`config.mk`:
```
export PLATFORM = sky130hd
export DESIGN_NAME = fp_fma_seq
export DESIGN_NICKNAME = d
export VERILOG_FILES = /design/src/rtl/fp_fma_seq.sv
export SDC_FILE = /design/constraint.sdc
export NUM_CORES = 1
export LEC_CHECK = 0
export CAP_MARGIN = 40
export CORE_ASPECT_RATIO = 0.7
export CORE_MARGIN = 1.5
export CORE_UTILIZATION = 39
export CTS_BUF_LIST = sky130_fd_sc_hd__clkbuf_2 sky130_fd_sc_hd__clkbuf_4 sky130_fd_sc_hd__clkbuf_8
export DETAILED_ROUTE_END_ITERATION = 6
export PLACE_DENSITY = 0.74
export SLEW_MARGIN = 0
export SYNTH_ARGS = -nofsm -noshare
export SYNTH_HDL_FRONTEND = slang
export SYNTH_SLANG_ARGS = --single-unit
```
`constraint.sdc`:
```
create_clock -name clk -period 2 [get_ports clk]
set_input_delay 0.2 -clock clk [delete_from_list [all_inputs] [get_ports clk]]
set_output_delay 0.2 -clock clk [all_outputs]
set_load 0.01 [all_outputs]
```
`src/rtl/fp_fma_seq.sv`:
```
// Floating-point operation sequencer that drives external multiplier and adder cores.
// It computes a*b, a+c, a*b+c or a*b-c. Operands are captured when start is accepted,
// and each core's clk_en is held high for exactly its pipeline latency.
module fp_fma_seq #(
  parameter int unsigned DATA_WIDTH    = 32,
  parameter int unsigned MUL_LATENCY   = 5,
  parameter int unsigned ADD_LATENCY   = 7,
  parameter int unsigned COUNTER_WIDTH = 8
) (
  input  logic                  clk,
  input  logic                  rst,
  input  logic                  start,
  input  logic [1:0]            mode,
  input  logic [DATA_WIDTH-1:0] dataa,
  input  logic [DATA_WIDTH-1:0] datab,
  input  logic [DATA_WIDTH-1:0] datac,
  output logic                  busy,
  output logic                  done,
  output logic [DATA_WIDTH-1:0] result,
  output logic                  mul_en,
  output logic [DATA_WIDTH-1:0] mul_a,
  output logic [DATA_WIDTH-1:0] mul_b,
  input  logic [DATA_WIDTH-1:0] mul_result,
  output logic                  add_en,
  output logic [DATA_WIDTH-1:0] add_a,
  output logic [DATA_WIDTH-1:0] add_b,
  input  logic [DATA_WIDTH-1:0] add_result
);

  localparam logic [1:0] ModeMul = 2'b00;
  localparam logic [1:0] ModeAdd = 2'b01;
  localparam logic [1:0] ModeFma = 2'b10;
  localparam logic [1:0] ModeFms = 2'b11;

  // The counter is loaded with latency-1, so the run ends on the cycle it reads zero.
  localparam logic [COUNTER_WIDTH-1:0] MulLoad = COUNTER_WIDTH'(MUL_LATENCY - 1);
  localparam logic [COUNTER_WIDTH-1:0] AddLoad = COUNTER_WIDTH'(ADD_LATENCY - 1);

  typedef enum logic [1:0] {
    StIdle,
    StMulRun,
    StAddRun,
    StDone
  } state_e;

  state_e                  state_q;
  logic [1:0]              mode_q;
  logic [DATA_WIDTH-1:0]   a_q;
  logic [DATA_WIDTH-1:0]   b_q;
  logic [DATA_WIDTH-1:0]   c_q;
  logic [DATA_WIDTH-1:0]   prod_q;
  logic [DATA_WIDTH-1:0]   result_q;
  logic [COUNTER_WIDTH-1:0] cnt_q;
  logic                    busy_q;
  logic                    done_q;
  logic                    mul_en_q;
  logic                    add_en_q;

  // Sequencer FSM: every control output is registered here alongside the state.
  always_ff @(posedge clk) begin
    if (rst) begin
      state_q  <= StIdle;
      mode_q   <= '0;
      a_q      <= '0;
      b_q      <= '0;
      c_q      <= '0;
      prod_q   <= '0;
      result_q <= '0;
      cnt_q    <= '0;
      busy_q   <= 1'b0;
      done_q   <= 1'b0;
      mul_en_q <= 1'b0;
      add_en_q <= 1'b0;
    end else begin
      case (state_q)
        StIdle: begin
          if (start) begin
            a_q    <= dataa;
            b_q    <= datab;
            c_q    <= datac;
            mode_q <= mode;
            busy_q <= 1'b1;
            if (mode == ModeAdd) begin
              state_q  <= StAddRun;
              add_en_q <= 1'b1;
              cnt_q    <= AddLoad;
            end else begin
              state_q  <= StMulRun;
              mul_en_q <= 1'b1;
              cnt_q    <= MulLoad;
            end
          end
        end
        StMulRun: begin
          if (cnt_q == '0) begin
            prod_q   <= mul_result;
            mul_en_q <= 1'b0;
            if (mode_q == ModeMul) begin
              result_q <= mul_result;
              busy_q   <= 1'b0;
              done_q   <= 1'b1;
              state_q  <= StDone;
            end else begin
              add_en_q <= 1'b1;
              cnt_q    <= AddLoad;
              state_q  <= StAddRun;
            end
          end else begin
            cnt_q <= cnt_q - COUNTER_WIDTH'(1);
          end
        end
        StAddRun: begin
          if (cnt_q == '0) begin
            result_q <= add_result;
            add_en_q <= 1'b0;
            busy_q   <= 1'b0;
            done_q   <= 1'b1;
            state_q  <= StDone;
          end else begin
            cnt_q <= cnt_q - COUNTER_WIDTH'(1);
          end
        end
        StDone: begin
          done_q  <= 1'b0;
          state_q <= StIdle;
        end
        default: begin
          state_q <= StIdle;
        end
      endcase
    end
  end

  // Core operands come straight from the capture registers, so they stay stable across a run.
  always_comb begin
    mul_a = a_q;
    mul_b = b_q;
    add_a = (mode_q == ModeAdd) ? a_q : prod_q;
    add_b = c_q;
    // FMS subtracts c by flipping its sign bit; no other FP arithmetic is done here.
    add_b[DATA_WIDTH-1] = c_q[DATA_WIDTH-1] ^ (mode_q == ModeFms);
  end

  assign busy   = busy_q;
  assign done   = done_q;
  assign result = result_q;
  assign mul_en = mul_en_q;
  assign add_en = add_en_q;

  // ModeFma is listed for completeness; it shares the default multiply-then-add path.
  logic unused_mode_fma;
  assign unused_mode_fma = ^ModeFma;

endmodule

```
# Yosys cells after proc, flatten, opt, wreduce, memory -nomap -nowiden
# Cells that the tools add are included.
# classes
n_addsub,1
mux,34
n_reduce_logical,16
bitwise_logic,1
n_eq_ne,15
# ops
operator,n
32-bit two-way mux,4
32-bit case mux with 2 select lines,1
8-bit two-way mux,4
8-bit case mux with 3 select lines,1
2-bit inequality test (second input constant),8
4-bit AND reduction,4
1-bit two-way mux,14
2-bit two-way mux,5
1-bit case mux with 3 select lines,3
8-bit zero test,1
2-bit case mux with 4 select lines,1
8-bit by 1-bit subtractor with 8-bit output (second input constant),1
2-bit by 1-bit equality test with 1-bit output (second input constant),3
2-bit equality test (second input constant),3
6-bit AND reduction,1
3-bit nonzero test,2
5-bit AND reduction,1
2-bit zero test,2
2-bit AND reduction,2
2-bit nonzero test,2
3-bit inequality test (second input constant),1
3-bit AND reduction,1
1-bit case mux with 2 select lines,1
1-bit bitwise XOR,1
# word_totals
reg_bits,176
out_inout_bits,164
inputBits,165
wordCells,79

# Longest topological paths before layout
# logic_depth
word_depth,4
ltp_mapped,8

# Least setup slack after synthesis
# OpenSTA, ideal clock, no wires.
# synth_path
path_kind,reg-to-reg
startpoint,register state_q[1]
endpoint,register cnt_q[0]
setup_ns,0.146
stages_incl_launch_ff,9
required_ns,1.854
slack_ns,0.010
t_arrival_ns,1.844
period_less_slack_ns,1.990
path_buffers,2
path_cell_list,dfxtp_1 -> inv_1 -> ha_1 -> buf_2 -> nor3b_1 -> o211a_1 -> buf_2 -> o31ai_1 -> a21oi_1
# synth_between
elab_chain_len,3
word_cells_on_any_way,9
# synth_lines
item,line_no,source
start: declaration,46,state_e state_q;
start signal: assignment,62,state_q <= StIdle;
start signal: assignment,84,state_q <= StAddRun;
start signal: assignment,88,state_q <= StMulRun;
"2-bit by 1-bit equality test with 1-bit output, or another cell as far along",75,case (state_q)
"3-bit inequality test (no line), or another cell as far along",-,
4-bit AND reduction (no line),-,
end signal: assignment,86,cnt_q <= AddLoad;
end signal: assignment,90,cnt_q <= MulLoad;
end signal: assignment,105,cnt_q <= AddLoad;
end: declaration,53,logic [COUNTER_WIDTH-1:0] cnt_q;
# Parallel ways exist; a longest one is shown, timed or not.
# A chain may end at the register's enable or synchronous reset.

# Worst setup path after layout
# layout_path
startpoint,register mode_q[1]
endpoint,output add_a[18]
# layout_between
elab_chain_len,2
# layout_lines
item,line_no,source
start: declaration,47,logic [1:0] mode_q;
start signal: assignment,81,mode_q <= mode;
2-bit by 1-bit equality test with 1-bit output,138,add_a = (mode_q == ModeAdd) ? a_q : prod_q;
32-bit two-way mux,138,
end: declaration,25,"output logic [DATA_WIDTH-1:0] add_a,"
# Every way passes these cells.

==> results.yml <==
job:
  max-cap-violations: 0
critical_path:
  reg2reg_from: "state_q[1]"
  r2r_cells: 8
  cp-end-kind: "output port"
  critPathKind: "reg2out"
  start_kind: "register"
  regToRegSetupSlack_ns: 0.09
  crit_arrival_ns: 1.74
  r2r-end: "cnt_q[3]"
  required_ns: 1.80
  worstPathMaxFanout: 7
sta:
  fin_worst_skew_ns: 0.0170
  finalHoldViolCount: 0
  slew_viol_final: 0
  max_freq_ghz: 0.515
  setup_slack_ns: 0.0570
  rsz0062_at_grt: "true"
  finalCritPeriodShare: 0.971
  slew_headroom: 0.646
  worstMarginPinSlew_ns: 0.529
  fin_crit_ns: 1.94
  setup_viol: 0
route:
  routed_wl_um: 23000
  drtAntennaViolNets: 0
  dr.pass1.iters: 4
  drt_iter0_markers: 384
  vias: 6974
  post_drt_wl_per_cell_um: 16.3
  remaining_drc_errors: 0
  post_drt_via_cell_ratio: 4.96
placement:
  dp_cells: 1366
  gp_congestion: 0.871
  preCtsSetupSlack_ns: -0.0919
  io_buffers: 328
  dpl.hpwl_um: 15900
final_layout:
  final_core_util: 0.612
  layout_commonest_cell: "clkdlybuf4s50_1"
  final-seq-area_mm2: 0.00353
  syn_to_final_growth_pct: 54.1
  fillers: 1593
  n_antenna_cell: 0
  drive_above_1_share: 0.151
  fin_nets: 1322
  multi_input_area_mm2: 0.00351
  layout_common_cells: "clkdlybuf4s50_1, nand2_1, dfxtp_1"
  stdcell_count: 1406
worst_hold_path:
  holdPathEnd: "c_q[8]"
  hold_path_class: "in2reg"
  hp-start: "datac[8]"
  hold-path-cell-count: 3
clock_network:
  cts.clk_slew.worst_paths_ns: 0.09
  numCtsBuffers: 17
  cts_htree_levels: 4
  clock_sinks: 176
  cts_tree: "done"
  clk_latency_ns: 0.46
  clk_path_buf_depth: 2
  clock-root-buffer: "clkbuf_8"
power_and_ir_drop:
  p_leak_nw: 4.30
  vdd_drop_max_uv: 666
  p_total_mw: 15.2
  cellPowerDensity_mw_per_mm2: 1320
synthesis:
  synth_mux_area_frac: 0.0908
  synth_compound_area_frac: 0.193
  ys_seq_area_frac: 0.470
  yosysWarningCount: 0
  synth_top_family_by_area: "compound AO/OA/AOI/OAI gates"
  synth_edf_count: 0
  synth_fa_ha_area_frac: 0.0100
  synth_cell_type_count: 50
  synth_flop_cell: "dfxtp_1"
  yosysTopAreaCellShare: 0.470
  synthSimpleGateAreaFrac: 0.164
  yosys.area_share.xor_xnor: 0.00117
  synthCells: 853
  ys_ff_latch: 176
  ys_async_sr_fraction: 0
  netlist_top_cells_area: "dfxtp_1, nand2_1, a21oi_1"
  synth_area_mm2: 0.00750
  syn_area_per_cell_um2: 8.79
  synth_top_area_cell: "dfxtp_1"
  syn_nets: 1024
grt:
  grtUsageTotal: 0.225
  grt_max_degree: 88
  overflow: 0
  grt_antenna_before_repair: 0
  grt_pass1_wl_um: 36000
  grt_pass1_vias: 6815
die:
  initial_utilization: 0.397
  die_area_mm2: 0.0201
  num_io_pins: 329
  rows: 42
  core_area_mm2: 0.0189
  fp.dieH_um: 119
  die_w_um: 169
outcome:
  status: "finished clean"
metrics by stage:
stage	hold WS, ns	instance area, um2	setup TNS, ns
global route	0.249	11600	-0.113
floorplan	0.336	7500	0
global placement	0.440	11000	-0.203
CTS	0.245	11400	0
detailed placement	0.446	11000	-0.551
finish	0.285	11600	0
layer usage:
| metal | part of all wire | global-route usage | vias up |
|---|---|---|---|
| met3 | 0.074 | 0.0744 | 27 |
| met4 | 0.016 | 0.0580 | 0 |
| met5 | 0 | 0 | - |
| met2 | 0.47 | 0.373 | 228 |
| li1 | - | - | 3454 |
| met1 | 0.44 | 0.282 | 3265 |
layout make-up:
type	instances	share of cell area
Timing Repair Buffer	370	0.324
Sequential cell	176	0.305
Multi-Input combinational cell	577	0.304
Tap cell	242	0.0262
Clock buffer	20	0.0227
Clock inverter	12	0.0151
Inverter	9	0.00292
sequential cells by signal, indices dropped and copies added, names as in the netlist:
signal	flops
c_q	32
busy	1
done	1
state_q	2
add_en	1
mul_en	1
mul_b	32
mode_q	2
prod_q	32
mul_a	32
result	32
cnt_q	8
cell families after synthesis:
| family | after synthesis |
|---|---|
| AO/OA/AOI/OAI | 207 |
| XOR/XNOR | 1 |
| adder cells (fa/ha/maj) | 6 |
| buffers and inverters | 100 |
| flip-flops | 176 |
| multiplexers | 64 |
| AND/OR/NAND/NOR | 299 |
report_power, final:
part           switching [mW]  internal (mW)
Combinational            3.89           3.66
Sequential              0.578           4.38
Clock                    1.37           1.34
what timing repair did:
item | CTS | global route
gates cloned | 2 | 1
hold endpoints to repair | 2 | 0
setup buffers | 4 | 0
hold buffers | 1 | 0
pin swaps | 0 | 3
resized for setup | 113 | 22
setup endpoints to repair | 54 | 66
worst max-delay path, cell delays in order (launching register included):
cell and delay [ns]:
dfxtp_2 0.33, nand2b_4 0.18, buf_16 0.17, clkbuf_16 0.16
mux2_1 0.30, buf_2 0.15
how the worst max path moves through the flow:
stage                     startpoint   endpoint  slack [ns]  cells past startpoint
after floorplan           state_q[1]   cnt_q[0]        0.01                      8
after global placement      cnt_q[0]   cnt_q[6]       -0.04                      6
after detailed placement    cnt_q[0]   cnt_q[0]       -0.09                      6
after CTS                 state_q[1]   cnt_q[3]        0.02                      8
after global routing       mode_q[1]  add_a[19]       -0.02                      5
final                      mode_q[1]  add_a[18]        0.06                      5
cell usage after synthesis, drive strengths merged, types with 2 or more instances:
library cell,instances
a211oi,4
a21o,3
a21oi,141
a31oi,5
buf,46
clkbuf,45
dfxtp,176
ha,6
inv,9
mux2,32
mux2i,32
nand2,264
nand2b,4
nand3,2
nand4,2
nand4b,2
nor2,6
nor3,4
nor3b,2
o211ai,2
o21ai,6
o2bb2ai,32
o31ai,5
o41ai,2
or3,2
or4,5
No activity file was read; power rests on OpenSTA's default activity.
